`src/rtl/stopwatch_display.sv`:
```
`timescale 1ns/1ps
// -----------------------------------------------------------------------------
// stopwatch_display
// Drives an 8-digit multiplexed, active-low 7-segment display as H.MM.SS.mmm
// from the stopwatch time outputs.
//
// Each frame works in three steps:
//   1. At the frame boundary the time inputs are snapshotted.
//   2. During the frame, one shared sequential double-dabble engine converts
//      the snapshot to BCD.
//   3. At the next frame boundary the result is committed to the display
//      register.
// Because the display only ever changes at a frame boundary, a frame never
// shows a torn time.
//
// Parameters:
//   SCAN_DIV      clk cycles per digit slot (>= 4)
//   BLANK_CYC     cycles at the start of each slot with all anodes off
//                 (< SCAN_DIV)
//
// Ports:
//   clk           system clock
//   reset         asynchronous, active-low reset
//   hours         [3:0] shown raw as one hex digit
//   minutes       [5:0] 0..63
//   seconds       [5:0] 0..63
//   milliseconds  [9:0] 0..1023, values above 999 are shown as 999
//   seg           [6:0] {g,f,e,d,c,b,a}, active-low
//   dp            decimal point, active-low (lit on digits 7, 5 and 3)
//   an            [7:0] digit anodes, active-low; an[7] = hour digit
//   frame_pulse   1-cycle high when a new snapshot is committed
// -----------------------------------------------------------------------------
module stopwatch_display #(
  parameter int SCAN_DIV  = 12500,
  parameter int BLANK_CYC = 2
) (
  input  logic       clk,
  input  logic       reset,
  input  logic [3:0] hours,
  input  logic [5:0] minutes,
  input  logic [5:0] seconds,
  input  logic [9:0] milliseconds,
  output logic [6:0] seg,
  output logic       dp,
  output logic [7:0] an,
  output logic       frame_pulse
);

  localparam int PW = (SCAN_DIV > 1) ? $clog2(SCAN_DIV) : 1;

  typedef enum logic [2:0] {
    IDLE    = 3'd0,
    CONV_MS = 3'd1,
    CONV_S  = 3'd2,
    CONV_M  = 3'd3,
    DONE    = 3'd4
  } conv_state_t;

  // Active-low segment pattern {g,f,e,d,c,b,a} for one hex digit.
  function automatic logic [6:0] seg_pattern(input logic [3:0] digit);
    logic [6:0] on;
    case (digit)
      4'h0:    on = 7'h3F;
      4'h1:    on = 7'h06;
      4'h2:    on = 7'h5B;
      4'h3:    on = 7'h4F;
      4'h4:    on = 7'h66;
      4'h5:    on = 7'h6D;
      4'h6:    on = 7'h7D;
      4'h7:    on = 7'h07;
      4'h8:    on = 7'h7F;
      4'h9:    on = 7'h6F;
      4'hA:    on = 7'h77;
      4'hB:    on = 7'h7C;
      4'hC:    on = 7'h39;
      4'hD:    on = 7'h5E;
      4'hE:    on = 7'h79;
      4'hF:    on = 7'h71;
      default: on = 7'h00;
    endcase
    return ~on;
  endfunction

  // One double-dabble iteration.
  // Add 3 to every BCD nibble >= 5, then shift {bcd, bin} left by one bit.
  function automatic logic [21:0] dd_step(input logic [11:0] bcd,
                                          input logic [9:0]  bin);
    logic [11:0] adj;
    adj = bcd;
    for (int i = 0; i < 3; i++) begin
      if (adj[i*4 +: 4] >= 4'd5) begin
        adj[i*4 +: 4] = adj[i*4 +: 4] + 4'd3;
      end else begin
        adj[i*4 +: 4] = adj[i*4 +: 4];
      end
    end
    return {adj[10:0], bin, 1'b0};
  endfunction

  logic [PW-1:0] presc_r;
  logic [PW-1:0] presc_nxt_s;
  logic [2:0]    idx_r;
  logic [2:0]    idx_nxt_s;
  logic          wrap_s;
  logic          commit_s;

  conv_state_t   conv_state_r;
  logic [3:0]    cnt_r;
  logic [11:0]   bcd_r;
  logic [9:0]    bin_r;
  logic [21:0]   dd_s;
  logic [11:0]   res_ms_r;
  logic [7:0]    res_s_r;
  logic [7:0]    res_m_r;
  logic [3:0]    snap_h_r;
  logic [5:0]    snap_m_r;
  logic [5:0]    snap_s_r;

  // Digit nibbles, index k at bits [4k+3:4k]: {h, m tens, m units,
  // s tens, s units, ms hundreds, ms tens, ms units}.
  logic [31:0]   disp_r;
  logic [31:0]   disp_nxt_s;

  logic          blank_s;
  logic [7:0]    an_nxt_s;
  logic [6:0]    seg_nxt_s;
  logic          dp_nxt_s;

  // Next prescaler/digit index. The frame wraps when digit 0 ends its slot.
  always_comb begin
    presc_nxt_s = presc_r;
    idx_nxt_s   = idx_r;
    wrap_s      = 1'b0;
    if (presc_r == PW'(SCAN_DIV - 1)) begin
      presc_nxt_s = '0;
      idx_nxt_s   = idx_r - 3'd1;
      wrap_s      = (idx_r == 3'd0);
    end else begin
      presc_nxt_s = presc_r + PW'(1);
      idx_nxt_s   = idx_r;
      wrap_s      = 1'b0;
    end
  end

  // Scan counters.
  always_ff @(posedge clk or negedge reset) begin
    if (!reset) begin
      presc_r <= '0;
      idx_r   <= 3'd7;
    end else begin
      presc_r <= presc_nxt_s;
      idx_r   <= idx_nxt_s;
    end
  end

  assign dd_s = dd_step(bcd_r, bin_r);

  // Converter FSM. At the frame boundary it snapshots the inputs and starts
  // the ms conversion. It then converts seconds and minutes in turn and
  // holds the result in DONE.
  always_ff @(posedge clk or negedge reset) begin
    if (!reset) begin
      conv_state_r <= IDLE;
      cnt_r        <= 4'd0;
      bcd_r        <= 12'd0;
      bin_r        <= 10'd0;
      res_ms_r     <= 12'd0;
      res_s_r      <= 8'd0;
      res_m_r      <= 8'd0;
      snap_h_r     <= 4'd0;
      snap_m_r     <= 6'd0;
      snap_s_r     <= 6'd0;
    end else if (wrap_s) begin
      snap_h_r     <= hours;
      snap_m_r     <= minutes;
      snap_s_r     <= seconds;
      // ms enters the engine straight from the inputs: it is only needed
      // in this one cycle, so it gets no snapshot register of its own.
      bin_r        <= (milliseconds > 10'd999) ? 10'd999 : milliseconds;
      bcd_r        <= 12'd0;
      cnt_r        <= 4'd0;
      conv_state_r <= CONV_MS;
    end else begin
      case (conv_state_r)
        CONV_MS: begin
          if (cnt_r == 4'd9) begin
            res_ms_r     <= dd_s[21:10];
            bcd_r        <= 12'd0;
            bin_r        <= {snap_s_r, 4'd0};
            cnt_r        <= 4'd0;
            conv_state_r <= CONV_S;
          end else begin
            {bcd_r, bin_r} <= dd_s;
            cnt_r          <= cnt_r + 4'd1;
          end
        end
        CONV_S: begin
          if (cnt_r == 4'd5) begin
            res_s_r      <= dd_s[17:10];
            bcd_r        <= 12'd0;
            bin_r        <= {snap_m_r, 4'd0};
            cnt_r        <= 4'd0;
            conv_state_r <= CONV_M;
          end else begin
            {bcd_r, bin_r} <= dd_s;
            cnt_r          <= cnt_r + 4'd1;
          end
        end
        CONV_M: begin
          if (cnt_r == 4'd5) begin
            res_m_r      <= dd_s[17:10];
            cnt_r        <= 4'd0;
            conv_state_r <= DONE;
          end else begin
            {bcd_r, bin_r} <= dd_s;
            cnt_r          <= cnt_r + 4'd1;
          end
        end
        IDLE:    conv_state_r <= IDLE;
        DONE:    conv_state_r <= DONE;
        default: conv_state_r <= IDLE;
      endcase
    end
  end

  // Commit only a finished conversion. A boundary that finds the engine
  // idle, which is the first boundary after reset, leaves the display
  // unchanged and gives no frame_pulse.
  assign commit_s   = wrap_s && (conv_state_r == DONE);
  assign disp_nxt_s = commit_s ? {snap_h_r, res_m_r, res_s_r, res_ms_r} : disp_r;

  // Display register.
  always_ff @(posedge clk or negedge reset) begin
    if (!reset) begin
      disp_r <= 32'd0;
    end else begin
      disp_r <= disp_nxt_s;
    end
  end

  // The output registers are computed from the next scan state, so the pins
  // line up with the scan counters in the same cycle.
  always_comb begin
    blank_s   = (presc_nxt_s < PW'(BLANK_CYC));
    an_nxt_s  = 8'hFF;
    seg_nxt_s = 7'h7F;
    dp_nxt_s  = 1'b1;
    if (blank_s) begin
      an_nxt_s  = 8'hFF;
      seg_nxt_s = 7'h7F;
      dp_nxt_s  = 1'b1;
    end else begin
      an_nxt_s  = ~(8'd1 << idx_nxt_s);
      seg_nxt_s = seg_pattern(disp_nxt_s[{idx_nxt_s, 2'b00} +: 4]);
      dp_nxt_s  = ~((idx_nxt_s == 3'd7) || (idx_nxt_s == 3'd5) ||
                    (idx_nxt_s == 3'd3));
    end
  end

  // Registered pin outputs.
  always_ff @(posedge clk or negedge reset) begin
    if (!reset) begin
      an          <= 8'hFF;
      seg         <= 7'h7F;
      dp          <= 1'b1;
      frame_pulse <= 1'b0;
    end else begin
      an          <= an_nxt_s;
      seg         <= seg_nxt_s;
      dp          <= dp_nxt_s;
      frame_pulse <= commit_s;
    end
  end

endmodule
```
`config.mk`:
```
export PLATFORM = sky130hd
export DESIGN_NAME = stopwatch_display
export DESIGN_NICKNAME = d
export VERILOG_FILES = /design/src/rtl/stopwatch_display.sv
export SDC_FILE = /design/constraint.sdc
export NUM_CORES = 1
export LEC_CHECK = 0
export BUFFER_PORTS_ARGS = -buffer_cell sky130_fd_sc_hd__clkbuf_2
export CORE_MARGIN = 2
export CORE_UTILIZATION = 50
export CTS_CLUSTER_SIZE = 40
export DETAILED_ROUTE_END_ITERATION = 8
export GPL_TIMING_DRIVEN = 0
export PLACE_DENSITY_LB_ADDON = 0.2
export SYNTH_ARGS = -nofsm -noshare
export SYNTH_HDL_FRONTEND = slang
export SYNTH_SLANG_ARGS = --single-unit
```
`constraint.sdc`:
```
create_clock -name clk -period 3.7 [get_ports clk]
set_clock_uncertainty 0.05 [all_clocks]
set_input_delay 0.37 -clock clk [delete_from_list [all_inputs] [get_ports clk]]
set_output_delay 0.37 -clock clk [all_outputs]
set_load 0.03 [all_outputs]
```
Yosys cells after proc, flatten, opt, wreduce, memory -nomap -nowiden
Memories as Yosys holds them, arrays and structs flattened. Index checks and enable logic that the tools add are counted.

Shifts and indexed selects: 2. Equality and inequality tests: 14. Magnitude comparators: 5. Bitwise logic cells: 4. Add/sub/neg operators: 6. Reductions and logical operators: 12. Mux-type cells: 31.

Operator list (count): 10-bit two-way mux (5); 12-bit two-way mux (4); 12-bit one-hot mux with 3 select lines (1); 32-bit two-way mux (1); 32-bit by 6-bit variable part select with 4-bit output (1); 10-bit one-hot mux with 3 select lines (1); 4-bit two-way mux (5); 3-bit two-way mux (6); 14-bit by 1-bit adder with 14-bit output, second input constant (1); 14-bit equality test, second input constant (1); 14-bit by 2-bit < comparator with 1-bit output, second input constant (1); 14-bit two-way mux (1); 7-bit two-way mux (2); 4-bit by 3-bit greater-or-equal comparator with 1-bit output, second input constant (3); 3-bit inequality test, second input constant (4); 3-bit one-hot mux with 4 select lines (1); 3-bit AND reduction (4); 10-bit greater-than comparator, second input constant (1); 3-bit by 2-bit equality test with 1-bit output, second input constant (3); 3-bit equality test, second input constant (3); 4-bit by 2-bit adder with 4-bit output, second input constant (2); 8-bit two-way mux (1); 8-bit NOT (1); 4-bit one-hot mux with 2 select lines (1); other kinds (17) (20).

Register bits: 139. Output and inout port bits: 17. Word-level logic and storage cells: 92. Memories: 1. Input bits: 28. Bits in read-only memories: 112.

Memory list: (name not given) (words 16, bits a word 7, rd ports 1, clocked after Yosys merged registers in 0, write ports 0, RTL line 62) `case (digit)`.

Logic depth before layout (Yosys ltp)
An unclocked memory read counts as a cell.

Depth in word-level cells: 9. Mapped depth: 17.

Worst setup path after synthesis
No wires, ideal clock.

Path type: flip-flop to flip-flop. Start: register idx_r[0]. End: register seg[1]. Data arrival time: 3364 ps. Library setup time: 101 ps. Path buffers: 2. Period minus slack after synthesis: 3515 ps. Required time: 3549 ps. Setup slack: 185 ps. Stages on the path, launching flop included: 13. Path through: dfstp_2 -> clkbuf_1 -> inv_1 -> ha_1 -> buf_1 -> inv_1 -> mux2i_2 -> mux4_2 -> a2111oi_4 -> a31oi_4 -> mux2_1 -> nand2_1 -> o211ai_1.

Word-level cells in the longest chain between the ends: 9. Elaborated cells on any way between the ends: 11. Classes of those cells: add/sub (1); shift (1); mux (5); bitwise (1); reduce/logical (2); memory (1).

Ends and longest elaborated chain: from (decl) (RTL line 102) `logic [2:0] idx_r;`; from (signal assigned) (RTL line 152) `idx_r <= idx_nxt_s;`; parallel branches: the longest is 4 deep, another holds 3-bit by 1-bit subtractor with 3-bit output; 32-bit by 6-bit variable part select with 4-bit output (*) (RTL line 254) `seg_nxt_s = seg_pattern(disp_nxt_s[{idx_nxt_s, 2'b00} +: 4]);`; memory 16 x 7 bit (*); 7-bit two-way mux (*) (RTL line 248) `if (blank_s) begin`; 7-bit NOT (*) (RTL line 81) `return ~on;`; 7-bit two-way mux (*) (RTL line 248); net seg_nxt_s[1] (RTL line 126) `logic [6:0] seg_nxt_s;`; to (signal assigned) (RTL line 269) `seg <= seg_nxt_s;`; to (decl) (RTL line 43) `output logic [6:0] seg,`.

Mark *: on every way through the listed nets, which the timed path passes. The select of a mux whose other input is x is not followed. A chain may end at the register's enable or synchronous reset.

Final worst setup path
Start: register idx_r[1]. End: register seg[3].

Same word-level chain as after synthesis.

==> impl_metrics.ini <==
[finish]
drive_gt1_share_pct = 22.2
diodes = 0
nets = 793
area_delta_synth_final_pct = 18.4
fin_cells = 937

[drt]
drt_pre_antenna_iters = 6
viasPerCell = 5.61
routedWlPerCell_um = 16.5
detail_route.iter0.violations = 421
vias = 5253
drt_wl_total_um = 15500
drc_errors = 0
drt.antenna.violating_nets = 0

[power]
power_density_nw_per_um2 = 418
p_total_mw = 3.35
p_leak_nw = 3.68
peakVddDrop_uv = 296

[synth]
synth-compound-area-share_pct = 13.0
ys.flop_type = dfrtp_1
synth.area.top_cells = dfrtp_1, dfstp_2, nand2_1, mux2_2, o21ai_0
ys.warnings.count = 0
yosys.area.top_type_share_pct = 44.3
synth.largest_area_cell = dfrtp_1
synth_top_family_by_area = simple AND/OR/NAND/NOR gates
synth_fp_nets = 723
synth_cell_type_count = 62
synth_seq_cells = 139
synth_xor_area_share_pct = 2.83
synth_edf_count = 0
netlist_area_sq_um = 6780
avgSynthCellArea_sq_um = 9.99
synthSimpleGateAreaFrac_pct = 17.9
async_flop_share_pct = 100
synthCells = 678
synth_mux_area_share_pct = 8.11
synth_adder_area_share_pct = 3.14
ys_seq_area_share_pct = 51.7

[die]
die_h_um = 120
die_w_um = 120
fp.coreArea_sq_um = 13200
start_util_pct = 51.2
dieArea_sq_um = 14500
ios = 45
rows = 42

[global_route]
grt-ovfl-total = 0
grt_pass1_wl_um = 26000
antenna_found_initial = 0
first_global_vias = 5128
grtUsageTotal_pct = 22.8
grt_max_degree = 75

[placed_design]
preCtsSetupSlack_ns = -0.700
place.port_buffers = 44
dp_hpwl_um = 11000
placed_cells = 899
place.gp.congestion = 0.868

[setup_path]
cp_max_fo = 9
arrival_ns = 3.81
path_cells = buf_2 > inv_1 > ha_4 > nor2b_4 > nand3_4 > mux4_2 > o21ai_0 > mux2i_2 > a22o_1 > inv_2 > ha_1 > inv_1 > mux2i_1 > mux2_2 > nand2_1
worstPathRequired_ns = 4.01
cp-end-kind = flop
critPathMostFrequentCell = inv_1
crit_path_start = idx_r[1]
critical_path_buf_inv_count = 4
crit_path_start_kind = flop
slowest_stage = dfstp_2
cpPeakStageDelay_ns = 0.52
crit_family = multiplexers
reg2reg_from = idx_r[1]
crit_type = flop to flop

[worst_hold_path]
min-delay-start = seconds[1]
hold_path.class = input pin to flop

[timing]
slew_headroom_pct = 29.0
drv_slew = 0
final_hold_viol_count = 0
setup_ws_ns = 0.199
setup_viol = 0
grt_setup_unrepaired = no
fin_hold_ws_ns = 0.0894
fin_tns_setup_ns = 0
tightest_slew_ns = 1.06
fmax_mhz = 286
post-route-period-util_pct = 94.6
layout_min_cycle_time_ns = 3.50

[clock_network]
cts_tree = done
root_buffer = clkbuf_16
htreeDepth = 4
cts.clk_slew.worst_paths_ns = 0.06
clock_latency_ns = 0.42
cts.path.max_buffers = 2
cts_sinks = 139
numCtsBuffers = 17

[outcome]
outcome = finished, final reports clean

[run]
maxCapViolations = 0
[worst reg2reg max path, delay by kind of cell (launching register included)]
family / cells / cell delay, ns
flip-flops: 1 / 0.52
AO/OA/AOI/OAI: 2 / 0.49
adder cells (fa/ha/maj): 2 / 0.42
multiplexers: 4 / 1.01
buffers and inverters: 4 / 0.59
AND/OR/NAND/NOR: 3 / 0.38
[cells in the mapped netlist, drive strengths merged (4+ instances only)]
| master | count |
|---|---|
| a21oi | 30 |
| a31o | 4 |
| a31oi | 6 |
| and2 | 4 |
| and3 | 6 |
| buf | 13 |
| clkbuf | 20 |
| dfrtp | 120 |
| dfstp | 19 |
| ha | 17 |
| inv | 23 |
| mux2 | 26 |
| mux2i | 14 |
| mux4 | 5 |
| nand2 | 129 |
| nand2b | 7 |
| nand3 | 23 |
| nand4 | 6 |
| nor2 | 47 |
| nor2b | 4 |
| nor3 | 22 |
| o211ai | 5 |
| o21ai | 55 |
| o221ai | 6 |
| o22ai | 6 |
| o31ai | 9 |
| xnor2 | 14 |
| xor2 | 7 |
[area by class of cell]
cell class	count	area, sq um
Tap cell	176	220
Clock buffer	21	450
Clock inverter	11	169
Buffer	32	144
Multi-Input combinational cell	483	3140
Fill cell	1125	5220
Inverter	23	88.8
Timing Repair Buffer	52	312
Sequential cell	139	3500
[cell families (layout without fill, tap and decap cells)]
| logic type | after synthesis | in the layout |
|---|---|---|
| xor gates and xnor gates | 21 | 21 |
| adders and majority gates | 17 | 17 |
| muxes | 45 | 45 |
| AOI/OAI and AO/OA | 138 | 138 |
| DFF | 139 | 139 |
| buffers and inverters | 56 | 139 |
| and+or+nand+nor | 262 | 262 |
[report_power, final]
group          leakage, nW  internal, mW  switching [mW]
registers             1.72          1.52               0
logic                 1.65        0.0151          0.0337
clock network        0.301          1.14           0.634
[routing by layer]
layer	wire length, um	track usage (%)	vias to the layer above	share of wire (%)
met2	7570	37.0	133	49
met1	6970	30.1	2589	45
met5	0	0	-	0
li1	-	-	2506	-
met4	319	7.78	0	2.1
met3	622	5.61	25	4.0
[registers in the layout, summed over array words and instances, names as in the netlist, 3 cells and up]
name and cells:
bcd_r 12, res_m_r 8, cnt_r 4, snap_h_r 4, bin_r 10, an 8
presc_r 14, snap_s_r 6, idx_r 3, res_s_r 8, conv_state_r 3, snap_m_r 6
seg 7, res_ms_r 12, disp_r 32
[repair_timing]
action,in CTS,in global routing
hold buffers,1,0
setup buffers,1,5
pin swaps,1,2
endpoints found under the setup margin,7,4
endpoints found under the hold margin,48,0
resized for setup,13,10
[worst paths after layout]
check / end / slack (ns) / depth (start not counted)
setup / recovery: seg[3] / 0.20 / 15
hold / removal: snap_s_r[1] / 0.09 / 3
setup reg to reg: seg[3] / 0.20 / 15
hold reg to reg: bin_r[0] / 0.42 / 2
max in group asynchronous: idx_r[0] / 2.42 / 3
min in group asynchronous: presc_r[6] / 0.44 / 2
[metrics by stage]
stage | util (%) | area (sq um)
final | 60.6 | 8020
after global routing | 60.6 | 8020
after CTS | 60.0 | 7950
after detailed placement | 54.8 | 7250
after global placement | 54.5 | 7220
after floorplan | - | 6780
[placed cells by master, fill, tap and decap left out, types with 9 or more instances in the layout]
| cell | synthesis | layout |
|---|---|---|
| clkbuf_1 | 20 | 22 |
| nor2_1 | 46 | 46 |
| dfstp_2 | 19 | 19 |
| mux2_2 | 25 | 25 |
| nor3_1 | 22 | 21 |
| xnor2_1 | 14 | 14 |
| clkbuf_2 | 0 | 44 |
| ha_1 | 17 | 15 |
| o31ai_1 | 9 | 9 |
| nand2_1 | 129 | 129 |
| dfrtp_1 | 120 | 120 |
| nand3_1 | 22 | 22 |
| mux2i_1 | 13 | 10 |
| o21ai_0 | 53 | 53 |
| inv_1 | 21 | 19 |
| a21oi_1 | 30 | 30 |
| clkbuf_16 | 0 | 17 |
Note: power is estimated with default switching activity, not from simulation.
